## src/rtl/ibex_rf_l2_store_if.sv

```systemverilog
// Request/response bundle between the L1 register cache and the L2 backing
// store. Signal names keep the store's point of view (_i into the store,
// _o out of it).
//   rd_a_* / rd_b_* : operand read request (req/addr) and result (valid/data)
//   wr_*            : write-back request (req/addr/data)
//   busy_o          : store occupied, requests ignored while high
//   access_cnt_o    : saturating count of executed array slots
// Modports: slave = the store, master = the requester.
interface ibex_rf_l2_store_if #(
  parameter int unsigned DataWidth = 32,
  parameter int unsigned AddrWidth = 5
);
  logic                 rd_a_req_i;
  logic [AddrWidth-1:0] rd_a_addr_i;
  logic                 rd_a_valid_o;
  logic [DataWidth-1:0] rd_a_data_o;
  logic                 rd_b_req_i;
  logic [AddrWidth-1:0] rd_b_addr_i;
  logic                 rd_b_valid_o;
  logic [DataWidth-1:0] rd_b_data_o;
  logic                 wr_req_i;
  logic [AddrWidth-1:0] wr_addr_i;
  logic [DataWidth-1:0] wr_data_i;
  logic                 busy_o;
  logic [31:0]          access_cnt_o;

  modport slave (
    input  rd_a_req_i, rd_a_addr_i, rd_b_req_i, rd_b_addr_i,
           wr_req_i, wr_addr_i, wr_data_i,
    output rd_a_valid_o, rd_a_data_o, rd_b_valid_o, rd_b_data_o,
           busy_o, access_cnt_o
  );

  modport master (
    output rd_a_req_i, rd_a_addr_i, rd_b_req_i, rd_b_addr_i,
           wr_req_i, wr_addr_i, wr_data_i,
    input  rd_a_valid_o, rd_a_data_o, rd_b_valid_o, rd_b_data_o,
           busy_o, access_cnt_o
  );
endinterface

```

## src/rtl/ibex_rf_l2_store.sv

```systemverilog
// L2 backing register store. Captures up to one write-back and two operand
// reads while idle, then executes them one per cycle on a single-ported
// flop array in the fixed order WR, RD_A, RD_B.
// Ports:
//   clk_i  : clock
//   rst_ni : asynchronous active-low reset (clears array and all outputs)
//   bus    : ibex_rf_l2_store_if.slave request/response bundle
module ibex_rf_l2_store #(
  parameter int unsigned DataWidth = 32,
  parameter int unsigned NumWords  = 32,
  parameter int unsigned AddrWidth = 5
) (
  input logic               clk_i,
  input logic               rst_ni,
  ibex_rf_l2_store_if.slave bus
);
  localparam int unsigned IdxW = (NumWords > 1) ? $clog2(NumWords) : 1;

  typedef enum logic [1:0] {IDLE, WR, RD_A, RD_B} state_e;

  state_e               state_q, state_d;
  logic                 busy_q;
  logic                 rda_pend_q, rdb_pend_q, dup_q;
  logic [AddrWidth-1:0] wr_addr_q, rda_addr_q, rdb_addr_q;
  logic [DataWidth-1:0] wr_data_q;
  logic [DataWidth-1:0] mem_q [NumWords];
  logic [1:0]                 vld_q;
  logic [1:0][DataWidth-1:0]  rdata_q;
  logic [31:0]          cnt_q;

  logic                 dup_req, rdb_req_eff, wr_ok;
  logic [AddrWidth-1:0] rd_addr;
  logic [DataWidth-1:0] rd_word;

  function automatic logic in_range(logic [AddrWidth-1:0] a);
    return (32'(a) < NumWords);
  endfunction

  function automatic state_e first_slot(logic w, logic a, logic b);
    if (w) return WR;
    if (a) return RD_A;
    if (b) return RD_B;
    return IDLE;
  endfunction

  // Same-address operand reads collapse into the RD_A slot; B is served from it.
  assign dup_req     = bus.rd_a_req_i & bus.rd_b_req_i &
                       (bus.rd_a_addr_i == bus.rd_b_addr_i);
  assign rdb_req_eff = bus.rd_b_req_i & ~dup_req;

  // x0 and out-of-range writes still burn their slot but touch nothing.
  assign wr_ok = (wr_addr_q != '0) && in_range(wr_addr_q);

  always_comb begin
    rd_addr = (state_q == RD_B) ? rdb_addr_q : rda_addr_q;
    rd_word = '0;
    if (rd_addr != '0 && in_range(rd_addr)) rd_word = mem_q[rd_addr[IdxW-1:0]];
  end

  always_comb begin
    state_d = IDLE;
    case (state_q)
      IDLE:    state_d = first_slot(bus.wr_req_i, bus.rd_a_req_i, rdb_req_eff);
      WR:      state_d = first_slot(1'b0, rda_pend_q, rdb_pend_q);
      RD_A:    state_d = first_slot(1'b0, 1'b0, rdb_pend_q);
      default: state_d = IDLE;
    endcase
  end

  always_ff @(posedge clk_i or negedge rst_ni) begin
    if (!rst_ni) begin
      state_q    <= IDLE;
      busy_q     <= 1'b0;
      rda_pend_q <= 1'b0;
      rdb_pend_q <= 1'b0;
      dup_q      <= 1'b0;
      wr_addr_q  <= '0;
      rda_addr_q <= '0;
      rdb_addr_q <= '0;
      wr_data_q  <= '0;
      for (int i = 0; i < NumWords; i++) mem_q[i] <= '0;
      vld_q      <= '0;
      rdata_q    <= '0;
      cnt_q      <= '0;
    end else begin
      state_q <= state_d;
      busy_q  <= (state_d != IDLE);
      vld_q   <= '0;
      if (state_q != IDLE && cnt_q != '1) cnt_q <= cnt_q + 32'd1;
      case (state_q)
        IDLE: begin
          // Pending flags are only consulted by later slots of this sequence,
          // so recapturing every idle cycle is harmless.
          rda_pend_q <= bus.rd_a_req_i;
          rdb_pend_q <= rdb_req_eff;
          dup_q      <= dup_req;
          wr_addr_q  <= bus.wr_addr_i;
          rda_addr_q <= bus.rd_a_addr_i;
          rdb_addr_q <= bus.rd_b_addr_i;
          wr_data_q  <= bus.wr_data_i;
        end
        WR: if (wr_ok) mem_q[wr_addr_q[IdxW-1:0]] <= wr_data_q;
        RD_A: begin
          rdata_q[0] <= rd_word;
          vld_q[0]   <= 1'b1;
          if (dup_q) begin
            rdata_q[1] <= rd_word;
            vld_q[1]   <= 1'b1;
          end
        end
        RD_B: begin
          rdata_q[1] <= rd_word;
          vld_q[1]   <= 1'b1;
        end
        default: ;
      endcase
    end
  end

  assign bus.busy_o       = busy_q;
  assign bus.rd_a_valid_o = vld_q[0];
  assign bus.rd_b_valid_o = vld_q[1];
  assign bus.rd_a_data_o  = rdata_q[0];
  assign bus.rd_b_data_o  = rdata_q[1];
  assign bus.access_cnt_o = cnt_q;
endmodule
```

## src/flat_wrapper.sv

```systemverilog
// flat-port wrapper written by rule: the top's interface ports become plain ports
module ibex_rf_l2_store_flat 
#(
  parameter int unsigned DataWidth = 32,
  parameter int unsigned NumWords  = 32,
  parameter int unsigned AddrWidth = 5
)
  (clk_i, rst_ni, bus_rd_a_req_i, bus_rd_a_addr_i, bus_rd_b_req_i, bus_rd_b_addr_i, bus_wr_req_i, bus_wr_addr_i, bus_wr_data_i, bus_rd_a_valid_o, bus_rd_a_data_o, bus_rd_b_valid_o, bus_rd_b_data_o, bus_busy_o, bus_access_cnt_o);
  ibex_rf_l2_store_if #(.DataWidth(DataWidth), .AddrWidth(AddrWidth)) bus_i ();
  input logic clk_i;
  input logic rst_ni;
  input wire logic [$bits(bus_i.rd_a_req_i)-1:0] bus_rd_a_req_i;
  input wire logic [$bits(bus_i.rd_a_addr_i)-1:0] bus_rd_a_addr_i;
  input wire logic [$bits(bus_i.rd_b_req_i)-1:0] bus_rd_b_req_i;
  input wire logic [$bits(bus_i.rd_b_addr_i)-1:0] bus_rd_b_addr_i;
  input wire logic [$bits(bus_i.wr_req_i)-1:0] bus_wr_req_i;
  input wire logic [$bits(bus_i.wr_addr_i)-1:0] bus_wr_addr_i;
  input wire logic [$bits(bus_i.wr_data_i)-1:0] bus_wr_data_i;
  output wire logic [$bits(bus_i.rd_a_valid_o)-1:0] bus_rd_a_valid_o;
  output wire logic [$bits(bus_i.rd_a_data_o)-1:0] bus_rd_a_data_o;
  output wire logic [$bits(bus_i.rd_b_valid_o)-1:0] bus_rd_b_valid_o;
  output wire logic [$bits(bus_i.rd_b_data_o)-1:0] bus_rd_b_data_o;
  output wire logic [$bits(bus_i.busy_o)-1:0] bus_busy_o;
  output wire logic [$bits(bus_i.access_cnt_o)-1:0] bus_access_cnt_o;
  assign bus_i.rd_a_req_i = bus_rd_a_req_i;
  assign bus_i.rd_a_addr_i = bus_rd_a_addr_i;
  assign bus_i.rd_b_req_i = bus_rd_b_req_i;
  assign bus_i.rd_b_addr_i = bus_rd_b_addr_i;
  assign bus_i.wr_req_i = bus_wr_req_i;
  assign bus_i.wr_addr_i = bus_wr_addr_i;
  assign bus_i.wr_data_i = bus_wr_data_i;
  assign bus_rd_a_valid_o = bus_i.rd_a_valid_o;
  assign bus_rd_a_data_o = bus_i.rd_a_data_o;
  assign bus_rd_b_valid_o = bus_i.rd_b_valid_o;
  assign bus_rd_b_data_o = bus_i.rd_b_data_o;
  assign bus_busy_o = bus_i.busy_o;
  assign bus_access_cnt_o = bus_i.access_cnt_o;
  ibex_rf_l2_store #(.DataWidth(DataWidth), .NumWords(NumWords), .AddrWidth(AddrWidth)) u_core (.clk_i(clk_i), .rst_ni(rst_ni), .bus(bus_i));
endmodule
```

## config.mk

```make
export PLATFORM = sky130hd
export DESIGN_NAME = ibex_rf_l2_store_flat
export DESIGN_NICKNAME = d
export VERILOG_FILES = /design/src/rtl/ibex_rf_l2_store_if.sv /design/src/rtl/ibex_rf_l2_store.sv /design/src/flat_wrapper.sv
export SDC_FILE = /design/constraint.sdc
export NUM_CORES = 2
export LEC_CHECK = 0
export ABC_AREA = 1
export CAP_MARGIN = 0
export CORE_MARGIN = 3
export CORE_UTILIZATION = 60
export DETAILED_ROUTE_END_ITERATION = 7
export PLACE_DENSITY = 0.78
export SKIP_CTS_REPAIR_TIMING = 1
export SLEW_MARGIN = 20
export SYNTH_ARGS = -nofsm -noshare
export SYNTH_HDL_FRONTEND = slang
export SYNTH_SLANG_ARGS = --single-unit
```

## constraint.sdc

```tcl
create_clock -name clk_i -period 5.2 [get_ports clk_i]
set_input_delay 0.52 -clock clk_i [delete_from_list [all_inputs] [get_ports clk_i]]
set_output_delay 0.52 -clock clk_i [all_outputs]
set_load 0.01 [all_outputs]
```

## Yosys cells after proc, flatten, opt, wreduce, memory -nomap -nowiden

Index checks and enable logic that the tools add are counted.

- Bits of input ports: 52
- Output and inout port bits: 99
- Bits in registers: 1175

- Bitwise operators: 6
- Eq/ne operators: 6
- Order comparisons: 3
- Add/sub/neg operators: 1
- Reductions and logical operators: 10
- Muxes and demuxes: 41

Operators by type and width:

| cell | number |
|---|---|
| 1024-bit bitwise mux | 1 |
| 32-bit binary-select mux with 5-bit select | 1 |
| 32-bit demux with 5-bit select | 1 |
| 32-bit 2-to-1 mux | 5 |
| 32-bit one-hot mux with 2 select lines | 1 |
| 32-bit by 1-bit adder with 32-bit output, second input constant | 1 |
| 32-bit inequality test, second input constant | 1 |
| 2-bit 2-to-1 mux | 12 |
| 1-bit 2-to-1 mux | 17 |
| 6-bit greater-or-equal comparator, second input constant | 2 |
| 5-bit inverter with 6-bit output | 2 |
| 5-bit nonzero test | 2 |
| 6-bit by 1-bit < comparator with 1-bit output, second input constant | 1 |
| 2-bit one-hot mux with 3 select lines | 1 |
| 2-bit nonzero test | 3 |
| 5-bit equality test | 1 |
| 5-bit 2-to-1 mux | 1 |
| 2-bit equality test, second input constant | 2 |
| 2-bit AND reduction | 2 |
| 1-bit bitwise AND | 3 |
| 2-bit by 1-bit equality test with 1-bit output, second input constant | 1 |
| 1-bit logical AND | 2 |
| 2-bit logical NOT | 1 |
| 2-bit by 1-bit inequality test with 1-bit output, second input constant | 1 |
| other kinds (2) | 2 |

## Longest topological paths before layout

- Word-level depth: 13
- Mapped depth: 15

## Worst setup path before layout

Ideal clock, no wire load.

- Kind: register to register
- Start: reg u_core.state_q[1]
- End: reg u_core.rdata_q, in the netlist u_core.bus.rd_a_data_o[19]
- Library setup time: 117 ps
- Clock period less this slack: 1834 ps
- Path buffers: 2
- Arrival time: 1717 ps
- Cell stages (with the launch flop): 13
- Setup slack: 3366 ps
- Cells stage by stage: dfrtp_1 -> nand2_2 -> nand2_1 -> nand2_1 -> nand2_1 -> inv_1 -> buf_2 -> clkbuf_1 -> a21oi_1 -> nand3_1 -> nand2_1 -> nand2_1 -> nand2_1

- Cells in the longest elaborated chain, start to end: 7

RTL lines:

| what | RTL line | text |
|---|---|---|
| from (decl) | ibex_rf_l2_store.sv:21 | `state_e state_q, state_d;` |
| from (signal assigned) | ibex_rf_l2_store.sv:86 | `state_q <= state_d;` |
| 2-bit equality test | ibex_rf_l2_store.sv:55 | `rd_addr = (state_q == RD_B) ? rdb_addr_q : rda_addr_q;` |
| 5-bit 2-to-1 mux | ibex_rf_l2_store.sv:55 |  |
| 5-bit inverter with 6-bit output (not written as such) | ibex_rf_l2_store.sv:57 | `if (rd_addr != '0 && in_range(rd_addr)) rd_word = mem_q[rd_addr[IdxW-1:0]];` |
| 32-bit binary-select mux with 5-bit select | ibex_rf_l2_store.sv:57 |  |
| 32-bit 2-to-1 mux (not written as such) (2 in a row) | ibex_rf_l2_store.sv:57 |  |
| 32-bit 2-to-1 mux | ibex_rf_l2_store.sv:57 |  |
| to (decl) | ibex_rf_l2_store.sv:28 | `logic [1:0][DataWidth-1:0] rdata_q;` |

Parallel ways exist; a longest one is shown, timed or not. The select of a mux whose other input is x is not followed.
A chain may end at the register's enable or synchronous reset.

## Worst setup path after layout

- Start: reg u_core.state_q[0]
- End: reg u_core.rdata_q, in the netlist u_core.bus.rd_b_data_o[8]

- Cells in the longest elaborated chain, start to end: 9

RTL lines:

| what | RTL line | text |
|---|---|---|
| 2-bit equality test | ibex_rf_l2_store.sv:55, ibex_rf_l2_store.sv:90 |  |
| 5-bit 2-to-1 mux | ibex_rf_l2_store.sv:55 |  |
| 5-bit inverter with 6-bit output (not written as such) | ibex_rf_l2_store.sv:57 |  |
| 32-bit binary-select mux with 5-bit select | ibex_rf_l2_store.sv:57 |  |
| 32-bit 2-to-1 mux (not written as such) (2 in a row) | ibex_rf_l2_store.sv:57 |  |
| 32-bit 2-to-1 mux | ibex_rf_l2_store.sv:57 |  |
| 32-bit 2-to-1 mux | ibex_rf_l2_store.sv:106 | `if (dup_q) begin` |
| 32-bit one-hot mux with 2 select lines | ibex_rf_l2_store.sv:90 | `case (state_q)` |

Parallel ways exist; a longest one is shown, timed or not. The select of a mux whose other input is x is not followed.

==> results.yml <==
setup_path:
  crit_cells: 13
  cp.buffers_inverters: 2
  cp-start-kind: "register"
  startpoint: "u_core.state_q[0]"
  cp-endpoint: "u_core.bus.rd_b_data_o[8]"
  ff2ff_path_depth: 13
  cpLargestDelayFamily: "simple AND/OR/NAND/NOR gates"
  r2r_slack_ns: 1.14
  required_ns: 5.80
  cpPeakStageDelay_ns: 0.70
  r2r-end: "u_core.bus.rd_b_data_o[8]"
  cp_data_arrival_time_ns: 4.66
  r2r-start: "u_core.state_q[0]"
  crit_top_cell: "nand2_1"
  path_class: "register to register"
  worst-path-max-fanout: 33
  end_kind: "register"
  cp_slowest_cell: "dfrtp_1"
  worstPathCellList: "nand2_2 > nand2_1 > nand2_4 > nor2_4 > buf_4 > nand2_1 > nand2_1 > buf_4 > a21oi_1 > nand3_1 > nand2_1 > nand2_1 > nand2_1"
clock_tree:
  cts.sinks: 1164
  clkTransAtPathRegs_ns: 0.07
  numCtsBuffers: 116
  cts_buffer_depth: 3
  htreeDepth: 3
  cts_tree: "done"
  clk_latency_ns: 0.70
  clockRootBuffer: "clkbuf_16"
routing:
  routed_via_density: 6.15
  wl_mm: 168
  vias: 46500
  drc: 0
  drtIter0Drc: 6488
  dr.pass1.iters: 8
  wire_per_inst_um: 22.1
  antenna_left: 0
layout:
  multi_input_area_um2: 20500
  regArea_um2: 29100
  fin_cells: 7566
  drive_gt1_frac: 0.0536
  fin_util: 0.679
  fin_nets: 6375
  syn2layout_area_growth_pct: 11.3
  fill_cells: 6779
global_route:
  grt_max_degree: 163
  grt_pass1_wl_mm: 261
  grt_pass1_vias: 45000
  overflow: 0
  grt_usage: 0.372
  antenna_found_initial: 3
min_path:
  min_path_cells: 3
  hold_class: "primary input to register"
sta:
  setup_ws_ns: 1.14
  fin_crit_ns: 4.06
  hold_viol_final: 0
  setup_viol: 0
  timing.final.crit_share: 0.781
  worstMarginPinSlew_ns: 1.13
  fmax_mhz: 246
  max-slew-margin-rel: 0.243
  slew_violations: 0
  fin_tns_setup_ns: 0
  clock_skew_ns: 0.0213
  rsz0062_at_grt: "false"
place:
  port_buffers: 150
  gp_congestion: 0.876
  pre_cts_ws_ns: 1.30
  placed_cells: 7347
  place_hpwl_mm: 88.4
die:
  io_pins: 151
  row_count: 107
  dieWidth_um: 301
  fp.dieArea_um2: 90800
  coreArea_um2: 85800
  die_h_um: 301
  start_util: 0.610
flow_run:
  drv_cap: 0
synthesis:
  synth_largest_area_cell: "dfrtp_1"
  synthCells: 6519
  synthTopCellsByArea: "dfrtp_1 56%, nand2_1 17%, o21ai_0 9.2%"
  synth_seq_cells: 1164
  synth_area_per_cell_um2: 8.03
  synth_nets: 6572
  synth_top_area_frac: 0.556
  synthesis.area_um2: 52300
  yosys_warnings: 0
  yosysSeqAreaShare: 0.556
  synthDistinctLibCells: 30
power:
  power.density_nw_per_um2: 703
  leakage_nw: 26.8
  ir_worst_vdd_v: 0.000559
status:
  status: "finished clean"
-- metal layers --
layer,global-route usage,up-vias,part of all wire
li1,-,20700,-
met1,0.494,22400,0.38
met2,0.563,2770,0.44
met3,0.0767,598,0.11
met4,0.232,4,0.072
met5,0,-,0.00014
-- tightest hold or removal path, delay by kind of cell --
family	cells	cell delay, ns
AOI/OAI and AO/OA	1	0.06
buffers and inverters	1	0.39
and+or+nand+nor	1	0.06
-- layout make-up --
| type | count | area share |
|---|---|---|
| tap | 1144 | 0.0246 |
| timing repair buffer | 229 | 0.0391 |
| clock inverter | 63 | 0.0177 |
| clock buffer | 154 | 0.0568 |
| sequential | 1164 | 0.500 |
| multi-input combinational | 4649 | 0.351 |
| antenna | 1 | 0.0000430 |
| inverter | 162 | 0.0106 |
-- how the worst min path moves through the flow --
stage | startpoint | endpoint | slack [ns]
floorplan | rst_ni | u_core.bus.access_cnt_o[0] | 0.22
global route | u_core.mem_q[999] | u_core.mem_q[999] | 0.39
global placement | u_core.mem_q[1011] | u_core.mem_q[1011] | 0.36
finish | bus_wr_data_i[26] | u_core.wr_data_q[26] | 0.37
detailed placement | u_core.mem_q[1015] | u_core.mem_q[1015] | 0.37
CTS | rst_ni | u_core.mem_q[990] | -0.07
-- synthesized netlist by cell type (all sizes together) --
cell	count
a21oi	57
a31oi	1
buf	162
clkbuf	382
dfrtp	1164
ha	1
inv	162
nand2	2470
nand3	818
nand3b	11
nand4	16
nor2	126
nor3	41
o211ai	1
o21ai	1068
o221ai	1
o22ai	2
or2	3
xnor2	6
xor2	27
-- stage by stage --
step | area, um^2 | hold WS (ns) | power (mW)
4_1_cts | 58200 | -0.0693 | 40.5
3_3_place_gp | 53900 | 0.365 | 30.5
2_1_floorplan | 52300 | 0.224 | 25.3
6_report | 58300 | 0.372 | 40.9
5_1_grt | 58300 | 0.388 | 43.3
3_5_place_dp | 53900 | 0.366 | 31.0
-- where the power goes --
part,total [mW],switching [mW],internal (mW)
registers,14.5,2.14,12.4
clock network,9.42,3.70,5.72
logic,17.0,12.0,5.00
-- placed cells by master, fill, tap and decap left out, drive strengths merged, types with 3 or more instances in the layout --
| cell type | n |
|---|---|
| o21ai | 1068 |
| nand3 | 818 |
| nand2 | 2470 |
| inv | 163 |
| buf | 79 |
| nor2 | 126 |
| clkbuf | 154 |
| xor2 | 27 |
| dfrtp | 1164 |
| bufinv | 25 |
| nand4 | 16 |
| or2 | 3 |
| xnor2 | 6 |
| clkinv | 33 |
| clkinvlp | 4 |
| nor3 | 41 |
| a21oi | 57 |
| clkdlybuf4s50 | 149 |
| nand3b | 11 |
-- registers in the layout, indices dropped and copies added (netlist names), 2 cells and up --
register	flops
u_core.wr_data_q	32
u_core.wr_addr_q	5
u_core.vld_q	2
u_core.bus.access_cnt_o	32
u_core.state_q	2
u_core.rdb_addr_q	5
u_core.rda_addr_q	5
u_core.bus.rd_b_data_o	32
u_core.bus.rd_a_data_o	32
u_core.mem_q	1013
-- cell families (layout without fill, tap and decap cells) --
| logic type | Yosys count | in the layout | synth area share |
|---|---|---|---|
| AOI/OAI and AO/OA | 1130 | 1130 | 0.108 |
| adders and majority gates | 1 | 1 | 0.000239 |
| and+or+nand+nor | 3485 | 3485 | 0.275 |
| buffers and inverters | 706 | 608 | 0.0546 |
| other | 0 | 1 | 0 |
| xor gates and xnor gates | 33 | 33 | 0.00552 |
| DFF | 1164 | 1164 | 0.556 |
No activity file was read; power rests on OpenSTA's default activity.
